===== config.mk =====
export PLATFORM = sky130hd
export DESIGN_NAME = operand_fwd_ctrl
export DESIGN_NICKNAME = d
export VERILOG_FILES = /design/src/rtl/operand_fwd_ctrl.sv
export SDC_FILE = /design/constraint.sdc
export NUM_CORES = 1
export LEC_CHECK = 0
export BUFFER_PORTS_ARGS = -buffer_cell sky130_fd_sc_hd__buf_2
export CORE_ASPECT_RATIO = 1.5
export CORE_UTILIZATION = 25
export CTS_BUF_LIST = sky130_fd_sc_hd__clkbuf_4 sky130_fd_sc_hd__clkbuf_8 sky130_fd_sc_hd__clkbuf_16
export CTS_CLUSTER_SIZE = 14
export DETAILED_ROUTE_END_ITERATION = 8
export HOLD_SLACK_MARGIN = 0.05
export RECOVER_POWER = 25
export SYNTH_ARGS = -nofsm -noshare
export SYNTH_HDL_FRONTEND = slang
export SYNTH_SLANG_ARGS = --single-unit

===== constraint.sdc =====
create_clock -name clk -period 2.5 [get_ports clk]
set_input_delay 0.375 -clock clk [delete_from_list [all_inputs] [get_ports clk]]
set_output_delay 0.375 -clock clk [all_outputs]
set_load 0.01 [all_outputs]

===== src/rtl/operand_fwd_ctrl.sv =====
// Operand-forwarding select generation and load-use stall control for the 8-bit pipeline.
// Optional macro HAZARD_STATS_EN builds a saturating load-use stall counter.
module operand_fwd_ctrl #(
    parameter int REG_ADDR_W = 2
) (
    input  logic                  clk,
    input  logic                  rst,
    input  logic                  id_valid,
    input  logic [REG_ADDR_W-1:0] id_ra,
    input  logic [REG_ADDR_W-1:0] id_rb,
    input  logic                  id_uses_ra,
    input  logic                  id_uses_rb,
    input  logic                  id_wr_en,
    input  logic [REG_ADDR_W-1:0] id_rd,
    input  logic                  id_is_load,
    input  logic                  flush,
    output logic [1:0]            fwd_a_sel,
    output logic [1:0]            fwd_b_sel,
    output logic                  stall,
    output logic [15:0]           stall_count,
    output logic [3*(REG_ADDR_W+2):0] debug_view
);

    typedef struct packed {
        logic                  wr;
        logic [REG_ADDR_W-1:0] rd;
        logic                  ld;
    } trk_t;

    typedef enum logic {RUN = 1'b0, BUBBLE = 1'b1} state_t;

    localparam logic [1:0] SEL_RF  = 2'b00;
    localparam logic [1:0] SEL_MEM = 2'b01;
    localparam logic [1:0] SEL_WB  = 2'b10;

    trk_t   ex_q, mem_q, wb_q;
    trk_t   id_entry;
    state_t state;
    logic   hz;
    logic [1:0] next_a, next_b;

    always_comb begin
        hz = id_valid & ex_q.wr & ex_q.ld &
             ((id_uses_ra & (ex_q.rd == id_ra)) | (id_uses_rb & (ex_q.rd == id_rb)));
    end

    // Flush wins over a load-use hazard; in BUBBLE ex_q is empty so hz is already low.
    assign stall = (state == RUN) & hz & ~flush;

    always_comb begin
        id_entry = '0;
        if (!stall && !flush) begin
            id_entry.wr = id_valid & id_wr_en;
            id_entry.rd = id_rd;
            id_entry.ld = id_is_load;
        end
    end

    // EX/MEM is checked first so the newest producer wins.
    always_comb begin
        next_a = SEL_RF;
        if (id_uses_ra && ex_q.wr && !ex_q.ld && ex_q.rd == id_ra)
            next_a = SEL_MEM;
        else if (id_uses_ra && mem_q.wr && mem_q.rd == id_ra)
            next_a = SEL_WB;

        next_b = SEL_RF;
        if (id_uses_rb && ex_q.wr && !ex_q.ld && ex_q.rd == id_rb)
            next_b = SEL_MEM;
        else if (id_uses_rb && mem_q.wr && mem_q.rd == id_rb)
            next_b = SEL_WB;
    end

    always_ff @(posedge clk) begin
        if (rst) begin
            ex_q      <= '0;
            mem_q     <= '0;
            wb_q      <= '0;
            fwd_a_sel <= SEL_RF;
            fwd_b_sel <= SEL_RF;
            state     <= RUN;
        end else begin
            wb_q  <= mem_q;
            mem_q <= ex_q;
            ex_q  <= id_entry;
            if (stall || flush) begin
                fwd_a_sel <= SEL_RF;
                fwd_b_sel <= SEL_RF;
            end else begin
                fwd_a_sel <= next_a;
                fwd_b_sel <= next_b;
            end
            case (state)
                RUN:     state <= (hz && !flush) ? BUBBLE : RUN;
                BUBBLE:  state <= RUN;
                default: state <= RUN;
            endcase
        end
    end

`ifdef HAZARD_STATS_EN
    logic [15:0] cnt_q;

    always_ff @(posedge clk) begin
        if (rst)
            cnt_q <= '0;
        else if (stall && cnt_q != 16'hFFFF)
            cnt_q <= cnt_q + 16'd1;
    end

    assign stall_count = cnt_q;
`else
    assign stall_count = '0;
`endif

    // wb_q never feeds the selects (write-before-read register file); it is visible here only.
    assign debug_view = {state, ex_q, mem_q, wb_q};

endmodule


; After elaboration in Yosys (flattened, before gate mapping)
; Index checks and enable logic that the tools add are counted.
[word_totals]
in_bits = 14
out_inout_bits = 34
reg_bits = 17
wordCells = 56
[op_classes]
bitwise_logic = 12
mux = 6
eq_ne = 4
reduce_logical = 20
[op_table]
columns = cell, n
row1 = $logic_and A1 B1 Y1, 12
row2 = $and A1 B1 Y1, 8
row3 = $eq A2 B2 Y1, 4
row4 = $reduce_or A3 Y1, 2
row5 = $mux W2, 2
row6 = $reduce_or A2 Y1, 2
row7 = $logic_not A1 Y1, 3
row8 = $mux W1, 3
row9 = $not A1 Y1, 3
row10 = $pmux W1 S2, 1
row11 = $logic_or A1 B1 Y1, 1
row12 = $or A1 B1 Y1, 1

; Logic depth before layout (Yosys ltp)
; Gate-level depths: netlist (run 1).
[logic_depth]
ltp_word = 10
mapped_depth = 4
depth_no_buf = 4

; Worst setup path after synthesis (run 1)
; No wires, ideal clock.
[synth_path]
path_type = reg2out
startpoint = register ex_q (netlist bit debug_view[10])
endpoint = output stall
arrival_ns = 1.005
path_buffers = 0
stages_incl_launch_ff = 5
required_time_ns = 2.125
slack_ns = 1.120
cell_sequence = dfxtp_1 -> xnor2_1 -> and3_4 -> o21ai_4 -> nor2_1
[synth_via]
elab_chain_len = 6
elab_cells_between_ends = 8
cone_classes = 2 x eq/ne / 6 x bitwise
[synth_rtl]
columns = element, line_no
row1 = start: declaration, 36  ; trk_t ex_q, mem_q, wb_q;
row2 = start signal: assignment, 85  ; ex_q <= id_entry;
row3 = $eq A2 B2 Y1, 44  ; ((id_uses_ra & (ex_q.rd == id_ra)) | (id_uses_rb & (ex_q.rd == id_rb)));
row4 = $and A1 B1 Y1, 44
row5 = $or A1 B1 Y1 (*), 44
row6 = $and A1 B1 Y1 (*), 43  ; hz = id_valid & ex_q.wr & ex_q.ld &
row7 = $and A1 B1 Y1 (*) (2 in series), 48  ; assign stall = (state == RUN) & hz & ~flush;
row8 = end: declaration, 19  ; output logic stall,
; Every way passes the cells marked *; elsewhere a longest branch is shown, timed or not.

; Worst setup path after layout (run 1)
; Same ends and word-level chain as after synthesis.

==> results.md, run 1 <==
- DRC Markers: 0
- Top FF cell, synth: dfxtp_1
- Routed vias: 544
- Final wirelength: 1378 microns
- DR pass1 iterations: 3
- Vias in the first global route: 498
- PortBufs: 31
- Yosys warnings: 0
- Clock skew: 0.001813 ns
- Die Y: 69.17 microns
- Cts bufs inserted: 3
- Layout area overhead: 24.13%
- Grt ovf: 0
- Post-route ant nets: 0
- Synth Instances: 74
- Count of pins over their slew limit: 0
- Synth async-reset ratio: 0
- Pin count of the biggest net entering global routing: 11
- Final core utilization: 0.3238
- Synth cell types: 18
- CP Data Arrival Time: 1.30 ns
- Max Cap Viol: 0
- Sink Count: 17
- Final Non-Filler Cells: 146
- Starting density of the core: 0.2609
- Worst path required time: 2.12 ns
- Wire per inst: 9.438 microns
- Share of cells above drive strength 1: 0.3645
- Top post-synthesis cells by count: 17 x buf_4, 17 x dfxtp_1, 9 x nor2b_1, 5 x and3_1
- DP HPWL: 1073 microns
- CTS clk-pin slew, worst paths: 0.06 ns
- Number of gates resized after CTS: 0
- Synthesized area per cell: 10.16 sq um
- Yosys top cell by area: dfxtp_1
- Pwr/cell area: 582.7 nW/um^2
- Nets: 122
- Worst-path fanout max: 6
- Worst setup SP type: flip-flop
- Vias/cell: 3.726
- Final hold violations: 0
- Diodes inserted: 0
- Placed cell count: 142
- Root Driver: clkbuf_8
- Reg2Reg Depth: 4
- IO Count: 48
- Setup violations, final: 0
- Critical path type: flip-flop to primary output
- RSZ-0062 raised after global routing: false
- Critical Path End Type: primary output
- Initial drt markers: 5
- Yosys top cell area share: 0.4526
- Post-synth EDFFs: 0
- Hold_buf cts: 0
- Hold WC Path Type: input port to flip-flop
- Initial antenna violation count: 0
- Rows: 24
- Max clock buf depth: 2
- Hold Crit Depth: 2
- Area of the multi-input gates: 340.3 sq um
- Synth Register Bits: 17
- Fill cell count: 327
- Post-Syn Area: 752.0 sq um
- Clock latency on the worst-skew pair: 0.24 ns
- Post-CTS setup buffers: 0
- Status: complete, no violations
- Core Area: 2883 sq um
- Post-route setup TNS: 0 ns
- Total Routing Usage GR: 0.09181
- Pleak: 0.5004 nW
- Peak supply drop: 0.0002192 V
- Reg area: 340.3 sq um
- Htree depth: 1
- Routability cong.: 0.6942
- Tmin final: 1.675 ns
- DIE WIDTH: 46.78 microns
- Register area share after synthesis: 0.4526
- Die area: 3236 sq um
- Achievable clock frequency: 596.9 MHz
- Synth area leaders: dfxtp_1 45%, buf_4 17%, nor2b_1 7.5%
- Final period util: 0.6701
- First-pass GRT wire length: 2166 microns
- CTS tree: yes
==> final timing paths <==
check	startpoint	slack, ns	end
min reg2reg	debug_view[4]$_SDFF_PP0_	0.46	debug_view[0]$_SDFF_PP0_
max	debug_view[10]$_SDFF_PP0_	0.82	stall
max reg2reg	debug_view[10]$_SDFF_PP0_	1.36	fwd_b_sel[1]$_SDFF_PP0_
min	flush	0.32	state$_SDFF_PP0_
==> metal layers <==
layer | global-route usage | routed length (microns) | up-vias
met3 | 0.01823 | 151 | 2
met1 | 0.09547 | 524 | 231
met5 | 0 | 0 | -
li1 | - | - | 274
met4 | 0.05714 | 19 | 0
met2 | 0.1559 | 683 | 37
==> cells in the final DEF, fill, tap and decap left out, drive strengths merged <==
master / count
dfxtp: 17
nor2: 4
buf: 31
a21o: 2
xor2: 4
nand4: 2
or2: 1
and4b: 1
and4: 1
nor3: 1
o21ai: 1
and3: 7
a21oi: 2
conb: 16
nor2b: 9
clkbuf: 4
xnor2: 4
==> sequential cells by signal (all words and copies together) (netlist names) <==
| signal | flops |
|---|---|
| debug_view | 12 |
| fwd_a_sel | 2 |
| fwd_b_sel | 2 |
| state | 1 |
==> worst max-delay path, cell delays in order (launching register included) <==
cell and delay, ns:
dfxtp_1 0.39, xnor2_1 0.09, and3_4 0.20, o21ai_4 0.19, nor2_1 0.05, buf_2 0.13
==> stage by stage <==
stage | total power (W) | hold slack, ns | setup WS [ns] | cell area (sq um)
detailed placement | 0.0003431 | 0.4613 | 0.9415 | 884.6
CTS | 0.0005514 | 0.3143 | 0.7969 | 933.4
floorplan | 0.0003377 | 0.4466 | 1.120 | 808.3
global placement | 0.0003423 | 0.4508 | 0.9395 | 884.6
finish | 0.0005439 | 0.3179 | 0.8247 | 933.4
global route | 0.0005683 | 0.3358 | 0.6644 | 933.4
==> report_power, final <==
group / internal, W / total [W] / switching (W)
clock network: 0.000124 / 0.000207 / 0.0000830
logic: 0.0000234 / 0.0000574 / 0.0000340
registers: 0.000276 / 0.000280 / 0.00000398
==> logic make-up (layout without fill, tap and decap cells) <==
| group | count (synthesis) | count (layout) | synth area share |
|---|---|---|---|
| AND/OR/NAND/NOR | 26 | 26 | 0.2229 |
| XOR/XNOR | 8 | 8 | 0.09317 |
| buffers and inverters | 17 | 35 | 0.1697 |
| other | 1 | 16 | 0.004987 |
| flip-flops | 17 | 17 | 0.4526 |
| AO/OA/AOI/OAI | 5 | 5 | 0.05658 |
==> final cells by class <==
type                       count  area share
clock buffer                   4     0.05228
multi-input combinational     55      0.3646
sequential                    17      0.3646
tap                           39     0.05228
timing repair buffer          31      0.1662
Power figures use the tool's default switching activity.
==> inputs of run 2 (changes only) <==
--- a/config.mk
+++ b/config.mk
@@ -5,6 +5,7 @@
 export SDC_FILE = /design/constraint.sdc
 export NUM_CORES = 1
 export LEC_CHECK = 0
+export ABC_AREA = 1
 export BUFFER_PORTS_ARGS = -buffer_cell sky130_fd_sc_hd__buf_2
 export CORE_ASPECT_RATIO = 1.5
 export CORE_UTILIZATION = 25
==> constraint.sdc (replaced) <==
create_clock -name clk -period 1.7 [get_ports clk]
set_input_delay 0.255 -clock clk [delete_from_list [all_inputs] [get_ports clk]]
set_output_delay 0.255 -clock clk [all_outputs]
set_load 0.01 [all_outputs]
==> run 2 against run 1 <==
Compared with the run above: utilization grew 0.35 points; non-clock buffer count unchanged; flip-flop and latch count unchanged; combinational power increased by 44%; final area increased by 2.1%; routed wire length rose by 9.9%; synthesized area grew 3.0%; cell count up 21%; count of clock-buffer cells in the layout unchanged; clock skew about the same; synthesized cell count rose by 42%; critical path type unchanged.
==> results.md, run 2 <==
- Hold WC Path Type: input port to flip-flop
- Yosys top cell by area: dfxtp_1
- Diodes inserted: 0 (unchanged)
- Post-route setup TNS: 0 ns (unchanged)
- Critical-path cell list: inv_1 -> a21oi_2 -> nand3_1 -> nand2_1 -> nand2_2 -> nor2_1 -> buf_2
- Setup violations, final: 0 (unchanged)
- Count of pins over their slew limit: 0 (unchanged)
- Most frequent cells in the layout: 31 x buf_2, 22 x nor2_1, 17 x inv_1, 16 x conb_1, 16 x dfxtp_1
- CTS clk-pin slew, worst paths: 0.06 ns (about the same)
- Sw Ratio: 0.2344 (+0.01186)
- Placed cell count: 172 (+21%)
- Nets: 152 (+25%)
- Initial drt markers: 7 (+2)
- Synth area leaders: dfxtp_1 44%, buf_4 16%, nor2_1 11%
- Status: complete, no violations
- Critical path type: flip-flop to primary output
- Starting density of the core: 0.2659 (+0.005043)
- Final hold violations: 0 (unchanged)
- CTS tree: yes
- Wire per inst: 8.602 microns (-8.9%)
- Vias/cell: 3.852 (+3.4%)
- Hold_buf cts: 0 (unchanged)
- Rows: 24 (unchanged)
- Layout area overhead: 23.10%
- Vias in the first global route: 552 (+11%)
- Register area share after synthesis: 0.4394 (-0.01316)
- Cts bufs inserted: 3 (unchanged)
- Die area: 3329 sq um (+2.9%)
- Clock Power Share: 0.385 (+0.005)
- Synthesized area per cell: 7.376 sq um (-27%)
- Top post-synthesis cells by count: 22 x nor2_1, 17 x buf_4, 17 x dfxtp_1, 16 x inv_1, 15 x nand2_1
- Most common cell after layout, fill and taps aside: buf_2
- Slowest Stage Delay on Critical Path: 0.35 ns (-0.04 ns)
- RSZ-0062 raised after global routing: false
- Max reg flops: 12 (unchanged)
- Pleak: 0.5171 nW (+3.3%)
- DIE WIDTH: 47.45 microns (+1.4%)
- Pwr/cell area: 843.3 nW/um^2 (+45%)
- Final period util: 0.9199
- Synth Instances: 105 (+42%)
- Achievable clock frequency: 639.5 MHz
- Yosys warnings: 0 (unchanged)
- Die Y: 70.17 microns (+1.4%)
- Pin count of the biggest net entering global routing: 10 (-1)
- Total Routing Usage GR: 0.08921 (-0.002605)
- PortBufs: 31 (unchanged)
- Worst-path fanout max: 4 (-2)
- Routability cong.: 0.7633 (+10%)
- Routed vias: 678 (+25%)
- Reg2Reg Setup Slack: 0.60 ns (-0.76 ns)
- Final wirelength: 1514 microns (+9.9%)
- Synth async-reset ratio: 0 (unchanged)
- Peak supply drop: 0.0003688 V (+68%)
- Synth cell types: 19 (+1)
- Tmin final: 1.564 ns
- Post-Syn Area: 774.5 sq um (+3.0%)
- Post-synth EDFFs: 0 (unchanged)
- Synth Register Bits: 17 (unchanged)
- DRC Markers: 0 (unchanged)
- Worst setup SP type: flip-flop
- Combinational Power Share: 0.103 (-0.002)
- Switching power: 0.0001884 W (+56%)
- Int Pwr: 0.0006156 W (+46%)
- Root Driver: clkbuf_8
- Clock skew: 0.001677 ns (-0.0001359 ns)
- DP HPWL: 1200 microns (+12%)
- Post-route ant nets: 0 (unchanged)
- Share of cells above drive strength 1: 0.2847 (-0.07981)
- Top FF cell, synth: dfxtp_1
- Sink Count: 17 (unchanged)
- Yosys top cell area share: 0.4394 (-0.01316)
- Htree depth: 1 (unchanged)
- IO Count: 48 (unchanged)
- Flop pwr share: 0.512 (-0.003)
- Initial antenna violation count: 0 (unchanged)
- DR pass1 iterations: 4 (+1)
- Most common cell in the netlist: nor2_1
- Max Cap Viol: 0 (unchanged)
- Core Area: 2913 sq um (+1.0%)
- Worst path required time: 1.44 ns (-0.68 ns)
- Max clock buf depth: 2 (unchanged)
- Critical Path End Type: primary output
- Clock latency on the worst-skew pair: 0.25 ns (about the same)
- Grt ovf: 0 (unchanged)
- Critical-path top delay cell: dfxtp_2
- Final Non-Filler Cells: 176 (+21%)
- First-pass GRT wire length: 2173 microns (+0.32%)
- CP Data Arrival Time: 1.31 ns (about the same)
## run 2: layout make-up
cell class                 instances  area [sq um]
clock buffer                       4         48.80
sequential                        17         341.6
multi-input combinational         68         295.3
inverter                          17         63.81
timing repair buffer              31         155.1
tap                               39         48.80
fill                             334          1959
## run 2: path summary, 6_finish.rpt
kind,start,endpoint,cells after the start
hold reg to reg,debug_view[4]$_SDFF_PP0_,debug_view[0]$_SDFF_PP0_,2
setup reg to reg,debug_view[9]$_SDFF_PP0_,fwd_a_sel[0]$_SDFF_PP0_,7
setup / recovery,debug_view[9]$_SDFF_PP0_,stall,7
hold / removal,id_rd[0],debug_view[9]$_SDFF_PP0_,3
## run 2: timing repair
| item | CTS | global route |
|---|---|---|
| resized for setup | 0 | 1 |
| endpoints found under the setup margin | 0 | 1 |
| setup buffers | 0 | 0 |
## run 2: worst max-delay path: cells and delay by family, from the launching register on
| kind | cells | cell delay [ns] |
|---|---|---|
| AOI/OAI and AO/OA | 1 | 0.14 |
| DFF | 1 | 0.35 |
| buffers and inverters | 2 | 0.21 |
| and+or+nand+nor | 4 | 0.35 |
## run 2: cell families (layout without fill, tap and decap cells)
logic type | Yosys count | count (layout) | share of synthesized area
AO/OA/AOI/OAI | 7 | 7 | 0.05494
XOR/XNOR | 1 | 1 | 0.01131
buffers and inverters | 35 | 52 | 0.2520
flip-flops | 17 | 17 | 0.4394
other | 1 | 16 | 0.004842
AND/OR/NAND/NOR | 44 | 44 | 0.2375
## run 2: routing by layer
| layer | global-route usage | vias to the layer above | wire [microns] |
|---|---|---|---|
| met5 | 0 | - | 0 |
| met4 | 0.02857 | 0 | 25 |
| met2 | 0.1689 | 40 | 790 |
| met1 | 0.08710 | 290 | 570 |
| li1 | - | 344 | - |
| met3 | 0.01809 | 4 | 128 |
## run 2: through the flow
step / instance area [sq um] / hold WS [ns] / util / setup slack [ns] / power [W]
after CTS: 952.2 / 0.2117 / 0.3269 / 0.08207 / 0.0008117
final: 953.4 / 0.2070 / 0.3273 / 0.1362 / 0.0008041
after floorplan: 830.8 / 0.3672 / - / 0.4444 / 0.0004980
after global placement: 903.4 / 0.4108 / 0.3101 / 0.3748 / 0.0005013
after global routing: 953.4 / 0.2223 / 0.3273 / 0.02316 / 0.0008268
after detailed placement: 903.4 / 0.4109 / 0.3101 / 0.3702 / 0.0005019
## run 2: power by group through the flow
stage | registers (W) | logic [W] | clock network, W
2_1_floorplan | 0.000423 | 0.0000746 | 0
3_3_place_gp | 0.000421 | 0.0000807 | 0
3_5_place_dp | 0.000420 | 0.0000816 | 0
4_1_cts | 0.000411 | 0.0000825 | 0.000318
5_1_grt | 0.000412 | 0.0000924 | 0.000322
6_report | 0.000412 | 0.0000826 | 0.000310
==> inputs of run 3 (changes only) <==
--- a/config.mk
+++ b/config.mk
@@ -5,7 +5,6 @@
 export SDC_FILE = /design/constraint.sdc
 export NUM_CORES = 1
 export LEC_CHECK = 0
-export ABC_AREA = 1
 export BUFFER_PORTS_ARGS = -buffer_cell sky130_fd_sc_hd__buf_2
 export CORE_ASPECT_RATIO = 1.5
 export CORE_UTILIZATION = 25
@@ -13,6 +12,7 @@
 export CTS_CLUSTER_SIZE = 14
 export DETAILED_ROUTE_END_ITERATION = 8
 export HOLD_SLACK_MARGIN = 0.05
+export MAX_ROUTING_LAYER = met4
 export RECOVER_POWER = 25
 export SYNTH_ARGS = -nofsm -noshare
 export SYNTH_HDL_FRONTEND = slang
==> run 3 against run 2 <==
Compared with the run above: non-clock buffer count stayed put; final area is 1.8% lower; utilization is 0.27 points lower; clock skew hardly changed; via count shrank 20%; critical path type unchanged; largest cell class unchanged.
==> results.md, run 3 (synthesized netlist as in run 1, its figures left out) <==
- Cts bufs inserted: 3 (unchanged)
- Critical Path End Type: primary output
- Status: complete, no violations
- Final period util: 0.8984 (-0.02150)
- Setup Slack @ Placement: 0.3815 ns (+0.01130 ns)
- Sw Ratio: 0.2224 (-0.01199)
- Vias/cell: 3.726 (-3.3%)
- Share of cells above drive strength 1: 0.3832 (+0.09851)
- Pwr/cell area: 855.2 nW/um^2 (+1.4%)
- Htree depth: 1 (unchanged)
- DP HPWL: 1073 microns (-11%)
- Pleak: 0.5011 nW (-3.1%)
- Max Cap Viol: 0 (unchanged)
- Int Pwr: 0.0006224 W (+1.1%)
- CTS tree: yes
- Flop pwr share: 0.515 (+0.003)
- Critical path type: flip-flop to primary output
- Vias in the first global route: 498 (-9.8%)
- Clock latency on the worst-skew pair: 0.24 ns (about the same)
- Worst path required time: 1.44 ns (about the same)
- Rows: 24 (unchanged)
- CTS clk-pin slew, worst paths: 0.06 ns (about the same)
- Die Y: 69.17 microns (-1.4%)
- Worst-path fanout max: 6 (+2)
- DR pass1 iterations: 3 (-1)
- Tmin final: 1.527 ns (-0.03655 ns)
- Nets: 122 (-20%)
- Layout area overhead: 24.46%
- Switching power: 0.0001780 W (-5.6%)
- Post-route setup TNS: 0 ns (unchanged)
- RSZ-0062 raised after global routing: false
- Grt ovf: 0 (unchanged)
- DRC Markers: 0 (unchanged)
- Initial antenna violation count: 0 (unchanged)
- Worst setup SP type: flip-flop
- Setup violations, final: 0 (unchanged)
- Most frequent cells in the layout: 31 x buf_2, 16 x conb_1, 15 x dfxtp_1, 9 x nor2b_1, 5 x and3_1
- Achievable clock frequency: 654.8 MHz (+2.4%)
- Starting density of the core: 0.2609 (-0.005043)
- Combinational Power Share: 0.105 (+0.002)
- Most common cell after layout, fill and taps aside: buf_2
- Total Routing Usage GR: 0.09415 (+0.004941)
- Fill cell count: 330 (-1.2%)
- Routability cong.: 0.7017 (-8.1%)
- Clock skew: 0.001813 ns (+0.0001359 ns)
- Final worst slack: 0.1727 ns (+0.03655 ns)
- Pin count of the biggest net entering global routing: 11 (+1)
- Max clock buf depth: 2 (unchanged)
- Core Area: 2883 sq um (-1.0%)
- Initial drt markers: 6 (-1)
- Wire per inst: 9.438 microns (+9.7%)
- Die area: 3236 sq um (-2.8%)
- Clock Power Share: 0.380 (-0.005)
- IO Count: 48 (unchanged)
- Final wirelength: 1378 microns (-9.0%)
- Diodes inserted: 0 (unchanged)
- Hold_buf cts: 0 (unchanged)
- Final hold violations: 0 (unchanged)
- Sink Count: 17 (unchanged)
- Count of pins over their slew limit: 0 (unchanged)
- Root Driver: clkbuf_8
- Routed vias: 544 (-20%)
- Hold Slack: 0.1979 ns (-0.009105 ns)
- Peak supply drop: 0.0003223 V (-13%)
- CP Data Arrival Time: 1.27 ns (-0.04 ns)
- PortBufs: 31 (unchanged)
- First-pass GRT wire length: 2166 microns (-0.32%)
- DIE WIDTH: 46.78 microns (-1.4%)
- Post-route ant nets: 0 (unchanged)
- Max reg flops: 12 (unchanged)
- Hold WC Path Type: input port to flip-flop
==> run 3: cell count changes in the layout (fill, tap and decap cells not counted), moves of 4 or more <==
cell,delta
nor2_1,-18
inv_1,-17
nand2_1,-15
nor2b_1,+9
and3_1,+5
xnor2_1,+4
==> run 3: per-layer routing <==
metal | GRT usage | routed length (microns) | vias up
met5 | - | 0 | -
met4 | 0.05714 | 19 | 0
met2 | 0.1559 | 683 | 37
met1 | 0.09547 | 524 | 231
li1 | - | - | 274
met3 | 0.01823 | 151 | 2
==> run 3: area by class of cell <==
cell class	count	area (sq um)	area share
Clock buffer	4	48.80	0.05214
Multi-Input combinational cell	55	340.3	0.3636
Sequential cell	17	342.8	0.3663
Tap cell	39	48.80	0.05214
Timing Repair Buffer	31	155.1	0.1658
==> run 3: power by group through the flow <==
stage               sequential, W  combinational, W  clock, W
floorplan                0.000424         0.0000728         0
global placement         0.000421         0.0000828         0
detailed placement       0.000421         0.0000838         0
CTS                      0.000412         0.0000850  0.000314
global route             0.000413         0.0000929  0.000330
finish                   0.000412         0.0000844  0.000304
==> run 3: path summary, 6_finish.rpt <==
path	startpoint	to	slack, ns	cells after the start
hold / removal	flush	state$_SDFF_PP0_	0.20	2
hold reg to reg	debug_view[4]$_SDFF_PP0_	debug_view[0]$_SDFF_PP0_	0.46	1
setup / recovery	debug_view[10]$_SDFF_PP0_	stall	0.17	5
setup reg to reg	debug_view[10]$_SDFF_PP0_	fwd_b_sel[1]$_SDFF_PP0_	0.59	4
==> run 3: through the flow <==
step                        util  std cells  instance area, sq um  total power [W]
final                     0.3247        146                 935.9        0.0008003
after global routing      0.3247        146                 935.9        0.0008362
after CTS                 0.3238        146                 933.4        0.0008108
after detailed placement  0.3069        142                 884.6        0.0005046
after global placement    0.3069        142                 884.6        0.0005034
after floorplan                -         89                 808.3        0.0004966
==> run 3: repair_timing <==
action	CTS	global route
gates resized for setup	0	2
setup buffers	0	0
endpoints found under the setup margin	0	1
==> run 3: worst max-delay path, cell delays in order, from the launching register on <==
cell and delay (ns):
dfxtp_2 0.34, xnor2_1 0.12, and3_4 0.20, o21ai_4 0.19, nor2_1 0.05, buf_2 0.13
